[src/rtl/adaptive_pkg.sv]
// Shared types and default parameters for the adaptive control unit's mode governor.
// The optional GOVERNOR_FORCE_EN build of the governor adds a software mode override.
package adaptive_pkg;

    typedef enum logic {
        MODE_LP = 1'b0,
        MODE_HP = 1'b1
    } mode_e;

    typedef enum logic [1:0] {
        S_LP,
        S_TO_HP,
        S_HP,
        S_TO_LP
    } gov_state_e;

    localparam int unsigned DEF_WINDOW_LEN    = 16;
    localparam int unsigned DEF_HI_THRESH     = 12;
    localparam int unsigned DEF_LO_THRESH     = 4;
    localparam int unsigned DEF_SETTLE_CYCLES = 2;

    function automatic logic is_settling(input gov_state_e s);
        return (s == S_TO_HP) || (s == S_TO_LP);
    endfunction

endpackage

[src/rtl/activity_window_counter.sv]
// Counts valid strobes over back-to-back fixed windows and publishes each window's total.
// close/final_count expose the closing cycle combinationally so the FSM decides on the same edge.
module activity_window_counter
    import adaptive_pkg::*;
#(
    parameter int unsigned WINDOW_LEN = DEF_WINDOW_LEN,
    localparam int unsigned WW = $clog2(WINDOW_LEN),
    localparam int unsigned CW = $clog2(WINDOW_LEN) + 1
) (
    input  logic          clk,
    input  logic          rst_n,
    input  logic          valid,
    output logic          close,
    output logic [CW-1:0] final_count,
    output logic          window_done,
    output logic [CW-1:0] activity_count
);

    logic [WW-1:0] wcnt;
    logic [CW-1:0] act_cnt;

    assign close       = (wcnt == WW'(WINDOW_LEN - 1));
    // CW bits hold WINDOW_LEN exactly, so a window of all-valid cycles cannot overflow.
    assign final_count = act_cnt + CW'(valid);

    // NOTE: sequential state uses non-blocking assignments so every flop samples pre-edge values.
    always_ff @(posedge clk or negedge rst_n) begin
        if (!rst_n) begin
            wcnt           <= '0;
            act_cnt        <= '0;
            window_done    <= 1'b0;
            activity_count <= '0;
        end else begin
            wcnt <= close ? '0 : wcnt + 1'b1;
            if (close) begin
                act_cnt        <= '0;
                activity_count <= final_count;
                window_done    <= 1'b1;
            end else begin
                act_cnt     <= final_count;
                window_done <= 1'b0;
            end
        end
    end

endmodule

[src/rtl/adaptive_mode_governor.sv]
// Hysteresis governor choosing Low-Power / High-Performance mode from windowed valid activity.
// Define GOVERNOR_FORCE_EN to add force_en/force_mode override ports.
module adaptive_mode_governor
    import adaptive_pkg::*;
#(
    parameter int unsigned WINDOW_LEN    = DEF_WINDOW_LEN,
    parameter int unsigned HI_THRESH     = DEF_HI_THRESH,
    parameter int unsigned LO_THRESH     = DEF_LO_THRESH,
    parameter int unsigned SETTLE_CYCLES = DEF_SETTLE_CYCLES,
    localparam int unsigned CW = $clog2(WINDOW_LEN) + 1
) (
    input  logic          clk,
    input  logic          rst_n,
    input  logic          valid,
`ifdef GOVERNOR_FORCE_EN
    input  logic          force_en,
    input  logic          force_mode,
`endif
    output logic          mode,
    output logic          switching,
    output logic          mode_switch,
    output logic          window_done,
    output logic [CW-1:0] activity_count
);

    localparam int unsigned SW = $clog2(SETTLE_CYCLES + 1);

    logic          close;
    logic [CW-1:0] final_count;

    gov_state_e    state, state_next;
    logic [SW-1:0] settle_cnt, settle_next;
    mode_e         mode_q, mode_next;
    logic          mode_switch_next;
    logic          hp_req, lp_req;

    activity_window_counter #(
        .WINDOW_LEN (WINDOW_LEN)
    ) u_window (
        .clk            (clk),
        .rst_n          (rst_n),
        .valid          (valid),
        .close          (close),
        .final_count    (final_count),
        .window_done    (window_done),
        .activity_count (activity_count)
    );

    // Requests are only acted on from the steady states, so evaluations mid-settle fall away.
    always_comb begin
        hp_req = close && (final_count >= CW'(HI_THRESH));
        lp_req = close && (final_count <= CW'(LO_THRESH));
`ifdef GOVERNOR_FORCE_EN
        if (force_en) begin
            hp_req = (force_mode == MODE_HP);
            lp_req = (force_mode == MODE_LP);
        end
`endif
    end

    // NOTE: every always_comb output gets a default first so no path can infer a latch.
    always_comb begin
        state_next       = state;
        settle_next      = settle_cnt;
        mode_next        = mode_q;
        mode_switch_next = 1'b0;
        case (state)
            S_LP: begin
                if (hp_req) begin
                    state_next  = S_TO_HP;
                    settle_next = SW'(SETTLE_CYCLES);
                end
            end
            S_TO_HP: begin
                if (settle_cnt == SW'(1)) begin
                    state_next       = S_HP;
                    mode_next        = MODE_HP;
                    mode_switch_next = 1'b1;
                end else begin
                    settle_next = settle_cnt - 1'b1;
                end
            end
            S_HP: begin
                if (lp_req) begin
                    state_next  = S_TO_LP;
                    settle_next = SW'(SETTLE_CYCLES);
                end
            end
            S_TO_LP: begin
                if (settle_cnt == SW'(1)) begin
                    state_next       = S_LP;
                    mode_next        = MODE_LP;
                    mode_switch_next = 1'b1;
                end else begin
                    settle_next = settle_cnt - 1'b1;
                end
            end
            default: begin
                state_next = S_LP;
                mode_next  = MODE_LP;
            end
        endcase
    end

    always_ff @(posedge clk or negedge rst_n) begin
        if (!rst_n) begin
            state       <= S_LP;
            settle_cnt  <= '0;
            mode_q      <= MODE_LP;
            mode_switch <= 1'b0;
        end else begin
            state       <= state_next;
            settle_cnt  <= settle_next;
            mode_q      <= mode_next;
            mode_switch <= mode_switch_next;
        end
    end

    assign mode      = mode_q;
    assign switching = is_settling(state);

endmodule

[config.mk]
export PLATFORM = sky130hd
export DESIGN_NAME = adaptive_mode_governor
export DESIGN_NICKNAME = d
export VERILOG_FILES = /design/src/rtl/adaptive_pkg.sv /design/src/rtl/activity_window_counter.sv /design/src/rtl/adaptive_mode_governor.sv
export SDC_FILE = /design/constraint.sdc
export NUM_CORES = 1
export LEC_CHECK = 0
export BUFFER_PORTS_ARGS = -buffer_cell sky130_fd_sc_hd__buf_2
export CAP_MARGIN = 20
export CORE_MARGIN = 2
export CORE_UTILIZATION = 55
export DETAILED_ROUTE_END_ITERATION = 16
export PLACE_DENSITY = 0.77
export SLEW_MARGIN = 5
export SYNTH_ARGS = -nofsm -noshare
export SYNTH_HDL_FRONTEND = slang
export SYNTH_SLANG_ARGS = --single-unit
export TNS_END_PERCENT = 100
[constraint.sdc]
create_clock -name clk -period 2.92 [get_ports clk]
set_input_delay 0.146 -clock clk [delete_from_list [all_inputs] [get_ports clk]]
set_output_delay 0.146 -clock clk [all_outputs]
set_load 0.01 [all_outputs]
# After elaboration in Yosys (flattened, before gate mapping)
# Index checks and enable logic that the tools add are counted.
dict set report totals {
  reg_bits 21
  in_bits 3
  out_inout_bits 9
  elab_cells 49
}
dict set report classes {
  addsub 3
  n_lt_le_gt_ge 2
  eq_ne 10
  mux 17
  reduce_logical 9
}
# cell n
set op_table {}
lappend op_table {{$mux W2} 7}
lappend op_table {{$ne A2 B2 Y1 const B} 5}
lappend op_table {{$pmux W2 S4} 1}
lappend op_table {{$pmux W2 S3} 1}
lappend op_table {{$reduce_and A3 Y1} 2}
lappend op_table {{$add A5 B1 Y5} 1}
lappend op_table {{$ge A5 B4 Y1 const B} 1}
lappend op_table {{$le A5 B3 Y1 const B} 1}
lappend op_table {{$mux W1} 5}
lappend op_table {{$mux W5} 1}
lappend op_table {{$add A4 B1 Y4 const B} 1}
lappend op_table {{$eq A2 B1 Y1 const B} 2}
lappend op_table {{$eq A2 B2 Y1 const B} 2}
lappend op_table {{$eq A4 B4 Y1 const B} 1}
lappend op_table {{$mux W4} 1}
lappend op_table {{$reduce_and A4 Y1} 1}
lappend op_table {{$logic_and A1 B1 Y1} 2}
lappend op_table {{$logic_not A2 Y1} 1}
lappend op_table {{$pmux W1 S2} 1}
lappend op_table {{$reduce_bool A2 Y1} 1}
lappend op_table {{$reduce_or A2 Y1} 1}
lappend op_table {{$sub A2 B1 Y2 const B} 1}
lappend op_table {{$logic_or A1 B1 Y1} 1}

# Depth between registers and ports, before layout
dict set report depth {
  ltp_word 5
  depth_mapped 8
  mapped_depth_nobuf 8
}

# By module
# Synthesis repeated with hierarchy kept, for this count alone.
dict set report unflattened {
  hier_cells 89
  area_unflattened_um2 993.5
}
# module n_inst cells_per_inst area_per_inst_um2 seq_area_each_um2
set by_module_without_submodules {}
lappend by_module_without_submodules {activity_window_counter 1 53 603.1 375.4}
lappend by_module_without_submodules {adaptive_mode_governor 1 36 390.4 150.1}

# Least setup slack after synthesis
# Ideal clock, no wire load.
dict set report synth_path {
  path_type {register to register}
  start {reg u_window.act_cnt[0]}
  end {reg state[1]}
  setup_time_ps 125
  t_arrival_ps 2286
  required_ps 2795
  slack_ps 509
  path_stages_with_launch 8
  n_path_buf 0
  synth_period_minus_slack_ps 2411
  cell_sequence {dfrtp_1 > ha_1 > ha_1 > and2_1 > a32o_1 > a2111o_1 > a211oi_1 > mux2_2}
}
dict set report synth_via {
  elab_chain_len 5
  word_cells_on_any_way 8
  cone_classes {add/sub: 1; order compare: 2; eq/ne: 2; reduce/logical: 3}
}
# element line
set synth_lines {}
lappend synth_lines {{from (decl)} activity_window_counter.sv:20} ;# logic [CW-1:0] act_cnt;
lappend synth_lines {{from (signal assigned)} activity_window_counter.sv:40} ;# act_cnt <= final_count;
lappend synth_lines {{$add A5 B1 Y5 *} activity_window_counter.sv:24} ;# assign final_count = act_cnt + CW'(valid);
lappend synth_lines {{$le A5 B3 Y1 / $ge A5 B4 Y1 (equally long branches)} {adaptive_mode_governor.sv:52, adaptive_mode_governor.sv:51}}
lappend synth_lines {{$logic_and A1 B1 Y1, on equally long branches} {adaptive_mode_governor.sv:52, adaptive_mode_governor.sv:51}}
lappend synth_lines {{$ne A2 B2 Y1 (no source line)} n/a}
lappend synth_lines {{$reduce_and A4 Y1 (no source line) *} n/a}
lappend synth_lines {{to (signal assigned)} adaptive_mode_governor.sv:112} ;# state <= state_next;
lappend synth_lines {{to (decl)} adaptive_mode_governor.sv:31} ;# gov_state_e state, state_next;
# Mark *: on every way between the ends. The rest lies on a longest branch, timed or not.
# A chain may end at the register's enable or synchronous reset.

# Worst setup path in the final report
# Ends and elaborated chain as after synthesis.

==> implementation parameters <==
Parameter                              Value

Outcome
  Outcome    completed

Synth
  Proportion of netlist area held by the largest area contributor    0.528
  Post-synthesis instance total    93
  Most instantiated cells after synthesis    sky130_fd_sc_hd__dfrtp_1, sky130_fd_sc_hd__nand2_1, sky130_fd_sc_hd__ha_1, sky130_fd_sc_hd__nor2_1, sky130_fd_sc_hd__inv_1
  Largest cells by area after synthesis    sky130_fd_sc_hd__dfrtp_1, sky130_fd_sc_hd__ha_1, sky130_fd_sc_hd__nand2_1, sky130_fd_sc_hd__nor2_1, sky130_fd_sc_hd__inv_1
  Most frequent cell after synthesis    sky130_fd_sc_hd__dfrtp_1
  Post-synth EDFFs    0
  Ys async rst share    1.00
  Yosys top cell by area    sky130_fd_sc_hd__dfrtp_1
  Share of synthesized area occupied by flip-flops and latches    0.528
  Number of warnings printed during yosys synthesis    0
  Post-Syn Area per Cell    10.7 sq um
  Syn Nets    105
  Top_reg_cell synth    sky130_fd_sc_hd__dfrtp_1
  Number of flip-flops and latches in the synthesized netlist    21
  Cell area after synthesis    996 sq um
  Unique cell type count in the Yosys netlist    25

Min path
  Number of cells on the worst hold path    4
  Min-Delay Startpoint    valid
  Class of the worst hold path    in2reg
  Endpoint with the worst hold slack    u_window.activity_count[0]

Power and ir drop
  Leakage power total    0.565 nW
  Total power of the final layout    0.870 mW
  Max IR drop VDD    0.611 mV
  Power per standard cell area    783 nW/um^2

STA
  Final critical-path share of the clock period    0.889
  Unrepaired setup endpoints after global routing    false
  Final Setup Violations    0
  Total negative slack    0 ns
  Tightest Pin Transition    0.478 ns
  Tightest slew margin relative to the limit    0.673
  Total count of hold-check failures in the final report    0
  Number of pins with negative max-slew slack in the final report    0
  Clock period minus final worst setup slack    2.60 ns
  Final-layout worst hold slack    0.218 ns
  Peak Freq    385 MHz
  Final setup skew    0.000488 ns

Clock tree
  TritonCTS clock tree    yes
  CTS buffer count    3
  H-tree depth reported by CTS    1
  Post-cts resize count    0
  Clock Pin Slew Worst Setup and Hold Paths    0.12 ns
  Clock tree sinks    21
  Cell at the root of the clock tree    sky130_fd_sc_hd__clkbuf_4
  Clock latency at the later pin of the worst-skew pair    0.29 ns
  Buffer levels on the longest clock path    2

Critical path
  Most common cell on crit path    sky130_fd_sc_hd__ha_1
  CP Capture Type    register
  Slowest library cell on the worst path    sky130_fd_sc_hd__a2111o_1
  Crit path required time    3.12 ns
  Critical Path AT    2.79 ns
  CP max stage delay    0.47 ns
  Cell family with most CP delay    compound AO/OA/AOI/OAI gates
  Critical Path Fanout Max    6
  R2R cell count    7
  Flop-to-flop setup slack    0.32 ns
  Crit Path Class    reg2reg
  Endpoint of the worst register-to-register path    state[1]
  Worst reg2reg startpoint    u_window.act_cnt[0]
  Number of buffer and inverter stages on the critical path    0
  CP cell instances    ha_1 -> ha_1 -> and2_1 -> a32o_1 -> a2111o_1 -> a211oi_1 -> mux2_2
  Launching element type of the critical path    register
  Timing startpoint of the critical path    u_window.act_cnt[0]

Final layout
  Final layout net count    121
  Final non-filler cell area    1110 sq um
  Layout area overhead    11.6%
  Fraction of final layout cells with drive strength greater than 1    0.148
  Antenna diodes    0

Global route
  Antenna violations before repair    0
  Overflow left after global routing    0
  Pin count of the biggest net entering global routing    22
  Number of global-route vias before repair    651
  Total Routing Usage GR    0.177
  First-pass GRT wire length    2750 microns

Place
  Cell area after placement    1070 sq um
  Number of buffers added on ports    11
  Placer's final routability congestion estimate    0.834
  Half-perimeter wire length after detailed placement    1220 microns

Drt
  Number of design-rule violations left by the first detailed-router iteration    10
  Routed WL per cell    12.7 microns
  DR vias/cell    5.28
  Total routed wirelength    1690 microns
  Drt first pass iters    4
  DR vias    702
  Antenna-violating nets left    0
  DRC viols    0

Die
  Height of the die    46.6 microns
  Num rows    15
  I/O pin cnt    12
  Width of the die    46.6 microns
  Floorplan Core Area    1710 sq um
  Starting density of the core    0.583
  Die ar.    2170 sq um

Flow run
  Max-cap violation count    0
## cell usage in the layout, fill, tap and decap left out, types with 2 or more instances in the layout
master,n
sky130_fd_sc_hd__and2_1,3
sky130_fd_sc_hd__ha_1,9
sky130_fd_sc_hd__inv_1,8
sky130_fd_sc_hd__a2111o_1,2
sky130_fd_sc_hd__o21ai_0,5
sky130_fd_sc_hd__nand3_1,3
sky130_fd_sc_hd__a211oi_1,2
sky130_fd_sc_hd__buf_2,11
sky130_fd_sc_hd__dfrtp_1,21
sky130_fd_sc_hd__a21oi_1,3
sky130_fd_sc_hd__clkbuf_4,3
sky130_fd_sc_hd__xor2_1,3
sky130_fd_sc_hd__xnor2_1,2
sky130_fd_sc_hd__nand2_1,11
sky130_fd_sc_hd__nor2_1,9
## metal layers
| layer | share of wire | GRT usage | vias to the layer above |
|---|---|---|---|
| met5 | 0 | 0 | - |
| met4 | 0.0089 | 0.0514 | 0 |
| met3 | 0.026 | 0.0353 | 2 |
| met2 | 0.50 | 0.306 | 10 |
| met1 | 0.47 | 0.221 | 339 |
| li1 | - | - | 351 |
## where the power goes
group	internal (mW)	total, mW	switching, mW	leakage [nW]
logic	0.151	0.328	0.177	0.283
registers	0.359	0.401	0.0423	0.267
clock network	0.0531	0.141	0.0881	0.0150
total	0.563	0.870	0.307	0.565
## worst max-delay path by stage
stage / to / slack [ns] / cells past startpoint
after global placement: state[1] / 0.44 / 7
after detailed placement: state[1] / 0.37 / 7
after CTS: state[1] / 0.35 / 7
final: state[1] / 0.32 / 7
after floorplan: state[1] / 0.51 / 7
after global routing: state[1] / 0.20 / 7
## worst reg2reg max path, cell delays in order (launching register included)
cell	delay [ns]
sky130_fd_sc_hd__dfrtp_1	0.39
sky130_fd_sc_hd__ha_1	0.22
sky130_fd_sc_hd__ha_1	0.26
sky130_fd_sc_hd__and2_1	0.21
sky130_fd_sc_hd__a32o_1	0.20
sky130_fd_sc_hd__a2111o_1	0.47
sky130_fd_sc_hd__a211oi_1	0.37
sky130_fd_sc_hd__mux2_2	0.38
## registers in the layout, indices dropped and copies added (netlist names)
register	cells
settle_cnt	2
state	2
u_window.activity_count	5
u_window.window_done	1
u_window.act_cnt	5
u_window.wcnt	4
mode_switch	1
mode	1
## stage by stage
stage          utilization  std cells  setup slack (ns)
2_1_floorplan            -         93             0.509
4_1_cts              0.651        133             0.349
5_1_grt              0.651        133             0.204
3_3_place_gp         0.629        128             0.438
6_report             0.651        133             0.323
3_5_place_dp         0.629        128             0.373
## repair_timing
| action | 4_1_cts | 5_1_grt |
|---|---|---|
| hold buffers | 1 | 0 |
| setup buffers | 0 | 0 |
| hold endpoints to repair | 21 | 0 |
## cells by family after synthesis
group,Yosys count,synth area share
compound gates,19,0.138
xor+xnor,5,0.0440
fa+ha+maj,9,0.113
buf+inv,10,0.0415
flops,21,0.528
mux,2,0.0214
simple gates,27,0.114
## final cells by class
cell class	instances	area, sq um
well taps	25	31.3
repair buffers	12	65.1
fillers	145	597
flip-flops and latches	21	526
inverters	9	33.8
multi-input cells	62	429
clock buffers	4	26.3
(Power assumes the default switching activity.)
